[config.mk]
export PLATFORM = sky130hd
export DESIGN_NAME = lsu_bus_flat
export DESIGN_NICKNAME = d
export VERILOG_FILES = /design/src/rtl/lsu_bus_pkg.sv /design/src/rtl/lsu_bus_if.sv /design/src/rtl/lsu_load_extend.sv /design/src/rtl/lsu_bus.sv /design/src/flat_wrapper.sv
export SDC_FILE = /design/constraint.sdc
export NUM_CORES = 1
export LEC_CHECK = 0
export CORE_UTILIZATION = 51
export CTS_BUF_LIST = sky130_fd_sc_hd__clkbuf_4 sky130_fd_sc_hd__clkbuf_8
export CTS_CLUSTER_SIZE = 20
export DETAILED_ROUTE_END_ITERATION = 10
export PLACE_DENSITY = 0.86
export SLEW_MARGIN = 20
export SYNTH_ARGS = -nofsm -noshare
export SYNTH_HDL_FRONTEND = slang
export SYNTH_SLANG_ARGS = --single-unit
export TNS_END_PERCENT = 30
[constraint.sdc]
create_clock -name clk -period 4.4 [get_ports clk]
set_clock_uncertainty 0.2 [all_clocks]
set_input_delay 0.66 -clock clk [delete_from_list [all_inputs] [get_ports clk]]
set_output_delay 0.66 -clock clk [all_outputs]
set_load 0.01 [all_outputs]
[src/rtl/lsu_bus_pkg.sv]
// Shared types and constants for the load/store unit: FSM states, Funct3 codes,
// and the default bus timeout.
package lsu_pkg;

  typedef enum logic [1:0] {
    IDLE = 2'd0,
    WAIT = 2'd1,
    DONE = 2'd2
  } lsu_state_e;

  localparam logic [2:0] F3_B  = 3'b000;
  localparam logic [2:0] F3_H  = 3'b001;
  localparam logic [2:0] F3_W  = 3'b010;
  localparam logic [2:0] F3_BU = 3'b100;
  localparam logic [2:0] F3_HU = 3'b101;

  localparam int TIMEOUT_DEFAULT = 255;

  // Stores only have signed-size encodings; loads add the two unsigned ones.
  function automatic logic f3_legal(input logic [2:0] f3, input logic is_store);
    if (is_store) return (f3 == F3_B) || (f3 == F3_H) || (f3 == F3_W);
    return (f3 == F3_B) || (f3 == F3_H) || (f3 == F3_W) ||
           (f3 == F3_BU) || (f3 == F3_HU);
  endfunction

endpackage

[src/rtl/lsu_bus_if.sv]
// Word-aligned data bus between the load/store unit (master) and memory (slave).
// Handshake: the master holds BusReq and all request fields stable until the
// slave answers with a one-cycle BusAck; BusRData is only meaningful with BusAck.
interface lsu_bus_if;
  logic        BusReq;
  logic        BusWe;
  logic [31:0] BusAddr;
  logic [3:0]  BusBe;
  logic [31:0] BusWData;
  logic        BusAck;
  logic [31:0] BusRData;

  modport master (
    output BusReq, BusWe, BusAddr, BusBe, BusWData,
    input  BusAck, BusRData
  );

  modport slave (
    input  BusReq, BusWe, BusAddr, BusBe, BusWData,
    output BusAck, BusRData
  );
endinterface

[src/rtl/lsu_load_extend.sv]
// Picks the addressed byte/halfword out of a bus read word and sign- or
// zero-extends it according to the load's Funct3.
module lsu_load_extend
  import lsu_pkg::*;
(
  input  logic [31:0] i_word,
  input  logic [1:0]  i_off,
  input  logic [2:0]  i_funct3,
  output logic [31:0] o_result
);

  logic [7:0]  w_byte;
  logic [15:0] w_half;

  always_comb begin
    w_byte   = i_word[{i_off, 3'b000} +: 8];
    w_half   = i_off[1] ? i_word[31:16] : i_word[15:0];
    o_result = i_word;
    case (i_funct3)
      F3_B:    o_result = {{24{w_byte[7]}}, w_byte};
      F3_H:    o_result = {{16{w_half[15]}}, w_half};
      F3_BU:   o_result = {24'd0, w_byte};
      F3_HU:   o_result = {16'd0, w_half};
      default: o_result = i_word;
    endcase
  end

endmodule

[src/rtl/lsu_bus.sv]
// Load/store unit: turns one datapath memory instruction into a single
// request/ack bus transaction, stalling the core until it completes.
module lsu_bus
  import lsu_pkg::*;
#(
  parameter int TIMEOUT = TIMEOUT_DEFAULT
) (
  input  logic        clk,
  input  logic        reset,
  input  logic        MemRead,
  input  logic        MemWrite,
  input  logic [2:0]  Funct3,
  input  logic [31:0] ALUResult,
  input  logic [31:0] WriteData,
  output logic [31:0] ReadData,
  output logic        Stall,
  output logic        Fault,
  lsu_bus_if.master   bus,
  output lsu_state_e  o_dbg_state
);

  localparam logic        TO_EN   = (TIMEOUT != 0);
  localparam logic [31:0] TO_LAST = 32'(TIMEOUT - 1);

  lsu_state_e  r_state, w_state_nxt;
  logic [31:0] r_cnt, w_cnt_nxt;
  logic [31:0] r_addr;
  logic [3:0]  r_be;
  logic [31:0] r_wdata;
  logic        r_we;
  logic [2:0]  r_f3;
  logic [1:0]  r_off;
  logic [31:0] r_rdata;

  logic        w_access, w_store, w_bad;
  logic [1:0]  w_off;
  logic [3:0]  w_be;
  logic [31:0] w_wdata;
  logic [31:0] w_ext;
  logic        w_start, w_capture;
  logic        w_req, w_we, w_stall, w_fault;
  logic [31:0] w_addr, w_bus_wdata;
  logic [3:0]  w_bus_be;

  assign w_access = MemRead | MemWrite;
  assign w_store  = MemWrite;
  assign w_off    = ALUResult[1:0];

  // Lane placement: Funct3[1:0] encodes size (b/h/w) for both signed and unsigned loads.
  always_comb begin
    w_be    = 4'b0000;
    w_wdata = 32'd0;
    case (Funct3[1:0])
      2'b00: begin
        w_be    = 4'b0001 << w_off;
        w_wdata = {4{WriteData[7:0]}};
      end
      2'b01: begin
        w_be    = 4'b0011 << w_off;
        w_wdata = {2{WriteData[15:0]}};
      end
      default: begin
        w_be    = 4'b1111;
        w_wdata = WriteData;
      end
    endcase
    if (!w_store) w_wdata = 32'd0;
  end

  always_comb begin
    w_bad = !f3_legal(Funct3, w_store);
    if (Funct3[1:0] == 2'b01 && w_off[0])     w_bad = 1'b1;
    if (Funct3[1:0] == 2'b10 && w_off != 2'd0) w_bad = 1'b1;
  end

  lsu_load_extend u_ext (
    .i_word   (bus.BusRData),
    .i_off    (r_off),
    .i_funct3 (r_f3),
    .o_result (w_ext)
  );

  // Next state and outputs; everything is forced low while reset is asserted.
  always_comb begin
    w_state_nxt = r_state;
    w_cnt_nxt   = r_cnt;
    w_start     = 1'b0;
    w_capture   = 1'b0;
    w_req       = 1'b0;
    w_we        = 1'b0;
    w_stall     = 1'b0;
    w_fault     = 1'b0;
    w_addr      = 32'd0;
    w_bus_be    = 4'd0;
    w_bus_wdata = 32'd0;
    if (reset) begin
      case (r_state)
        IDLE: begin
          if (w_access && w_bad) begin
            w_fault = 1'b1;
          end else if (w_access) begin
            w_start     = 1'b1;
            w_req       = 1'b1;
            w_stall     = 1'b1;
            w_we        = w_store;
            w_addr      = {ALUResult[31:2], 2'b00};
            w_bus_be    = w_be;
            w_bus_wdata = w_wdata;
            w_cnt_nxt   = 32'd0;
            w_state_nxt = WAIT;
          end
        end
        WAIT: begin
          w_req       = 1'b1;
          w_stall     = 1'b1;
          w_we        = r_we;
          w_addr      = r_addr;
          w_bus_be    = r_be;
          w_bus_wdata = r_wdata;
          w_cnt_nxt   = r_cnt + 32'd1;
          if (bus.BusAck) begin
            w_capture   = !r_we;
            w_state_nxt = DONE;
          end else if (TO_EN && r_cnt == TO_LAST) begin
            w_req       = 1'b0;
            w_stall     = 1'b0;
            w_fault     = 1'b1;
            w_cnt_nxt   = 32'd0;
            w_state_nxt = IDLE;
          end
        end
        DONE: begin
          w_cnt_nxt   = 32'd0;
          w_state_nxt = IDLE;
        end
        default: w_state_nxt = IDLE;
      endcase
    end
  end

  always_ff @(posedge clk or negedge reset) begin
    if (!reset) begin
      r_state <= IDLE;
      r_cnt   <= 32'd0;
      r_addr  <= 32'd0;
      r_be    <= 4'd0;
      r_wdata <= 32'd0;
      r_we    <= 1'b0;
      r_f3    <= 3'd0;
      r_off   <= 2'd0;
      r_rdata <= 32'd0;
    end else begin
      r_state <= w_state_nxt;
      r_cnt   <= w_cnt_nxt;
      if (w_start) begin
        r_addr  <= {ALUResult[31:2], 2'b00};
        r_be    <= w_be;
        r_wdata <= w_wdata;
        r_we    <= w_store;
        r_f3    <= Funct3;
        r_off   <= w_off;
      end
      if (w_capture) r_rdata <= w_ext;
    end
  end

  assign bus.BusReq   = w_req;
  assign bus.BusWe    = w_we;
  assign bus.BusAddr  = w_addr;
  assign bus.BusBe    = w_bus_be;
  assign bus.BusWData = w_bus_wdata;
  assign ReadData     = r_rdata;
  assign Stall        = w_stall;
  assign Fault        = w_fault;
  assign o_dbg_state  = r_state;

endmodule

[src/flat_wrapper.sv]
// flat-port wrapper written by rule: the top's interface ports become plain ports
module lsu_bus_flat import lsu_pkg::*;
#(
  parameter int TIMEOUT = TIMEOUT_DEFAULT
)
  (clk, reset, MemRead, MemWrite, Funct3, ALUResult, WriteData, ReadData, Stall, Fault, o_dbg_state, bus_BusReq, bus_BusWe, bus_BusAddr, bus_BusBe, bus_BusWData, bus_BusAck, bus_BusRData);
  lsu_bus_if bus_i ();
  input  logic clk;
  input  logic reset;
  input  logic MemRead;
  input  logic MemWrite;
  input  logic [2:0] Funct3;
  input  logic [31:0] ALUResult;
  input  logic [31:0] WriteData;
  output logic [31:0] ReadData;
  output logic Stall;
  output logic Fault;
  output lsu_state_e o_dbg_state;
  output wire logic [$bits(bus_i.BusReq)-1:0] bus_BusReq;
  output wire logic [$bits(bus_i.BusWe)-1:0] bus_BusWe;
  output wire logic [$bits(bus_i.BusAddr)-1:0] bus_BusAddr;
  output wire logic [$bits(bus_i.BusBe)-1:0] bus_BusBe;
  output wire logic [$bits(bus_i.BusWData)-1:0] bus_BusWData;
  input wire logic [$bits(bus_i.BusAck)-1:0] bus_BusAck;
  input wire logic [$bits(bus_i.BusRData)-1:0] bus_BusRData;
  assign bus_BusReq = bus_i.BusReq;
  assign bus_BusWe = bus_i.BusWe;
  assign bus_BusAddr = bus_i.BusAddr;
  assign bus_BusBe = bus_i.BusBe;
  assign bus_BusWData = bus_i.BusWData;
  assign bus_i.BusAck = bus_BusAck;
  assign bus_i.BusRData = bus_BusRData;
  lsu_bus #(.TIMEOUT(TIMEOUT)) u_core (.clk(clk), .reset(reset), .MemRead(MemRead), .MemWrite(MemWrite), .Funct3(Funct3), .ALUResult(ALUResult), .WriteData(WriteData), .ReadData(ReadData), .Stall(Stall), .Fault(Fault), .bus(bus_i), .o_dbg_state(o_dbg_state));
endmodule
==> results <==
==> per-layer routing <==
layer | up-vias | part of all wire (%) | GRT usage (%)
li1 | 3480 | - | -
met1 | 3554 | 42 | 37.2
met2 | 293 | 48 | 47.0
met3 | 42 | 8.0 | 8.86
met4 | 0 | 2.3 | 11.0
met5 | - | 0 | 0
==> state kept, by name, indices dropped and copies added (netlist names) <==
signal              flops
u_core.r_f3             3
u_core.r_be             4
u_core.r_cnt           32
u_core.r_addr          30
u_core.r_off            2
u_core.ReadData        32
u_core.r_we             1
u_core.o_dbg_state      2
u_core.r_wdata         32
==> cell families (layout without fill, tap and decap cells) <==
kind of cell / after synthesis / in the layout / share of synthesized area [%]
simple gates: 364 / 364 / 21.5
buf+inv: 87 / 277 / 4.45
other cells: 1 / 2 / 0.0482
mux: 68 / 68 / 9.84
compound gates: 203 / 203 / 16.2
xor+xnor: 29 / 29 / 3.26
flops: 138 / 138 / 44.4
fa+ha+maj: 2 / 2 / 0.321
==> cells in the mapped netlist (all sizes together), types with 14 or more instances <==
master	number
nor4	19
o21ai	89
xnor2	29
clkbuf	62
mux2	58
dfrtp	138
inv	14
nor2b	16
and2	17
nor2	97
nand2	153
a21oi	34
a22oi	33
==> power by group through the flow <==
stage / clock network [mW] / registers [mW] / logic, mW
final: 1.18 / 2.12 / 2.19
after global routing: 1.26 / 2.18 / 2.39
after CTS: 1.20 / 2.11 / 2.19
after detailed placement: 0 / 2.12 / 2.17
after global placement: 0 / 2.10 / 2.11
after floorplan: 0 / 2.03 / 1.23
==> through the flow <==
| step | instances | area (µm²) | setup WS (ns) |
|---|---|---|---|
| after global placement | 1234 | 10000 | 0.143 |
| after global routing | 1267 | 10500 | 0.00907 |
| final | 1267 | 10500 | 0.188 |
| after floorplan | 893 | 7790 | 0.756 |
| after CTS | 1267 | 10500 | 0.0354 |
| after detailed placement | 1234 | 10000 | 0.0537 |
==> worst register-to-register path, delay by kind of cell (launching register included) <==
kind	cells	cell delay, ns
and+or+nand+nor	3	1.51
DFF	1	0.64
buffers and inverters	2	0.39
AOI/OAI and AO/OA	1	0.17
==> what timing repair did <==
item | CTS | global route
hold endpoints to repair | 17 | 0
gates resized for setup | 0 | 2
setup endpoints to repair | 0 | 6
hold buffers | 1 | 0
buffers inserted | 0 | 0
==> cell type report <==
cell class,instances,share of cell area [%]
clock buffers,22,2.77
clock inverters,10,1.55
inverters,14,0.501
multi-input cells,668,38.3
flip-flops and latches,138,32.9
well taps,184,2.20
repair buffers,231,21.8
==> worst paths after layout <==
check,start,end,slack [ns],cells after the start
max in group asynchronous,reset,u_core.ReadData[1]$_DFFE_PN0P_,2.03,4
min in group asynchronous,reset,u_core.r_cnt[8]$_DFFE_PN0P_,0.43,2
setup / recovery,Funct3[0],bus_BusWData[7],0.19,8
hold / removal,u_core.ReadData[3]$_DFFE_PN0P_,u_core.ReadData[3]$_DFFE_PN0P_,0.29,2
setup reg to reg,u_core.o_dbg_state[0]$_DFFE_PN0P_,u_core.ReadData[31]$_DFFE_PN0P_,1.33,6
hold reg to reg,u_core.ReadData[3]$_DFFE_PN0P_,u_core.ReadData[3]$_DFFE_PN0P_,0.29,2
==> impl_metrics.sql <==
INSERT INTO impl_metrics (metric_group, metric, value, unit) VALUES
('outcome', 'run_status', 'finished, violations left', ''),
('outcome', 'violated_checks', 'design-rule violations', ''),
('cells_and_area', 'sequential_cell_area', '3450', 'µm²'),
('cts', 'cts.clk_slew.worst_paths', '0.07', 'ns'),
('critical_path', 'crit_type', 'primary input to output port', ''),
('timing', 'max_fclk', '0.237', 'GHz'),
('place', 'portBuffers', '207', ''),
('cts', 'numCtsBuffers', '17', ''),
('critical_path', 'crit_path_max_fanout', '15', ''),
('power_and_ir_drop', 'power_report.internal_total', '3.53', 'mW'),
('timing', 'finalHoldWorstSlack', '0.287', 'ns'),
('timing', 'post-route-min-period', '4.21', 'ns'),
('timing', 'grt_setup_unrepaired', 'no', ''),
('floorplanning', 'dieArea', '15800', 'µm²'),
('cells_and_area', 'layout_common_cells', '206 x sky130_fd_sc_hd__clkdlybuf4s50_1, 152 x sky130_fd_sc_hd__nand2_1, 138 x sky130_fd_sc_hd__dfrtp_1', ''),
('cells_and_area', 'drive_gt1_share', '11.1', '%'),
('yosys', 'ys_dominant_reg_cell', 'sky130_fd_sc_hd__dfrtp_1', ''),
('yosys', 'yosysWarningCount', '0', ''),
('floorplanning', 'die_h', '126', 'µm'),
('critical_path', 'ordered_list_of_cells_on_the_worst_path', 'clkdlybuf4s50_1 > buf_4 > a221o_1 > a2111oi_1 > and2_1 > nand2_1 > nand2_1 > clkdlybuf4s50_1', ''),
('global_routing', 'first_pass_grt_wire_length', '36.5', 'mm'),
('global_routing', 'overflow', '0', ''),
('critical_path', 'critical_path_buf_inv_count', '3', ''),
('drt', 'avgViaCountPerCell', '5.82', ''),
('cells_and_area', 'final_common_cell', 'sky130_fd_sc_hd__clkdlybuf4s50_1', ''),
('cells_and_area', 'fin_util', '71.3', '%'),
('drt', 'number_of_violations_reported_at_the_end_of_detailed_routing_iteration_0', '659', ''),
('cells_and_area', 'antenna_cells_inserted', '0', ''),
('critical_path', 'cp_data_required_time', '3.54', 'ns'),
('job', 'max_cap_violation_count', '0', ''),
('power_and_ir_drop', 'totalPowerFinal', '5.49', 'mW'),
('critical_path', 'critical-path-max-stage-delay', '0.55', 'ns'),
('place', 'post-dp-hpwl', '15.4', 'mm'),
('critical_path', 'critPathLaunchType', 'primary input', ''),
('timing', 'slew-limit-headroom', '28.4', '%'),
('drt', 'routedWlPerCell', '17.7', 'µm'),
('power_and_ir_drop', 'power.leakage', '4.34', 'nW'),
('power_and_ir_drop', 'p_sw_share', '35.7', '%'),
('timing', 'tns', '0', 'ns'),
('critical_path', 'timing.critical_path.arrival', '3.35', 'ns'),
('drt', 'vias', '7369', ''),
('floorplanning', 'dieWidth', '126', 'µm'),
('drt', 'drt-total-wl', '22.4', 'mm'),
('drt', 'drt_pass1_iterations', '8', ''),
('power_and_ir_drop', 'power_per_cell_area', '524', 'nW/µm²'),
('cells_and_area', 'layout.nets', '1176', ''),
('timing', 'finalHoldViolCount', '0', ''),
('power_and_ir_drop', 'comb_power_share', '39.8', '%'),
('yosys', 'synth_top_cell_area_share', '44.4', '%'),
('yosys', 'synth_enable_flop_cells', '0', ''),
('floorplanning', 'io_pins', '210', ''),
('power_and_ir_drop', 'share_seq_of_total_power', '38.7', '%'),
('yosys', 'synth.top_cells.by_area', 'sky130_fd_sc_hd__dfrtp_1 44%, sky130_fd_sc_hd__mux2_2 8.2%, sky130_fd_sc_hd__nand2_1 7.4%', ''),
('hold_path', 'min-delay-path-class', 'register to register', ''),
('cts', 'clock_latency', '0.45', 'ns'),
('timing', 'final-setup-viol-count', '0', ''),
('power_and_ir_drop', 'clockPowerShare', '21.5', '%'),
('timing', 'tightestPinTransition', '1.07', 'ns'),
('yosys', 'synth_area', '7780', 'µm²'),
('yosys', 'synth.distinct_cells', '49', ''),
('cts', 'clock_sinks', '138', ''),
('drt', 'post-route-drc-count', '10', ''),
('cells_and_area', 'multiInputGateArea', '4010', 'µm²'),
('power_and_ir_drop', 'irDropWorstVdd', '0.000305', 'V'),
('critical_path', 'cpLargestDelayFamily', 'buffers and inverters', ''),
('yosys', 'synth.ff_latch_count', '138', ''),
('global_routing', 'grt_start_max_net_pins', '106', ''),
('floorplanning', 'start_util', '53.0', '%'),
('yosys', 'netlist.top_cell.by_area', 'sky130_fd_sc_hd__dfrtp_1', ''),
('yosys', 'post_synth_inst_count', '892', ''),
('cells_and_area', 'areaGrowthSynthToFinish', '34.7', '%');
No activity file was read; power rests on OpenSTA's default activity.
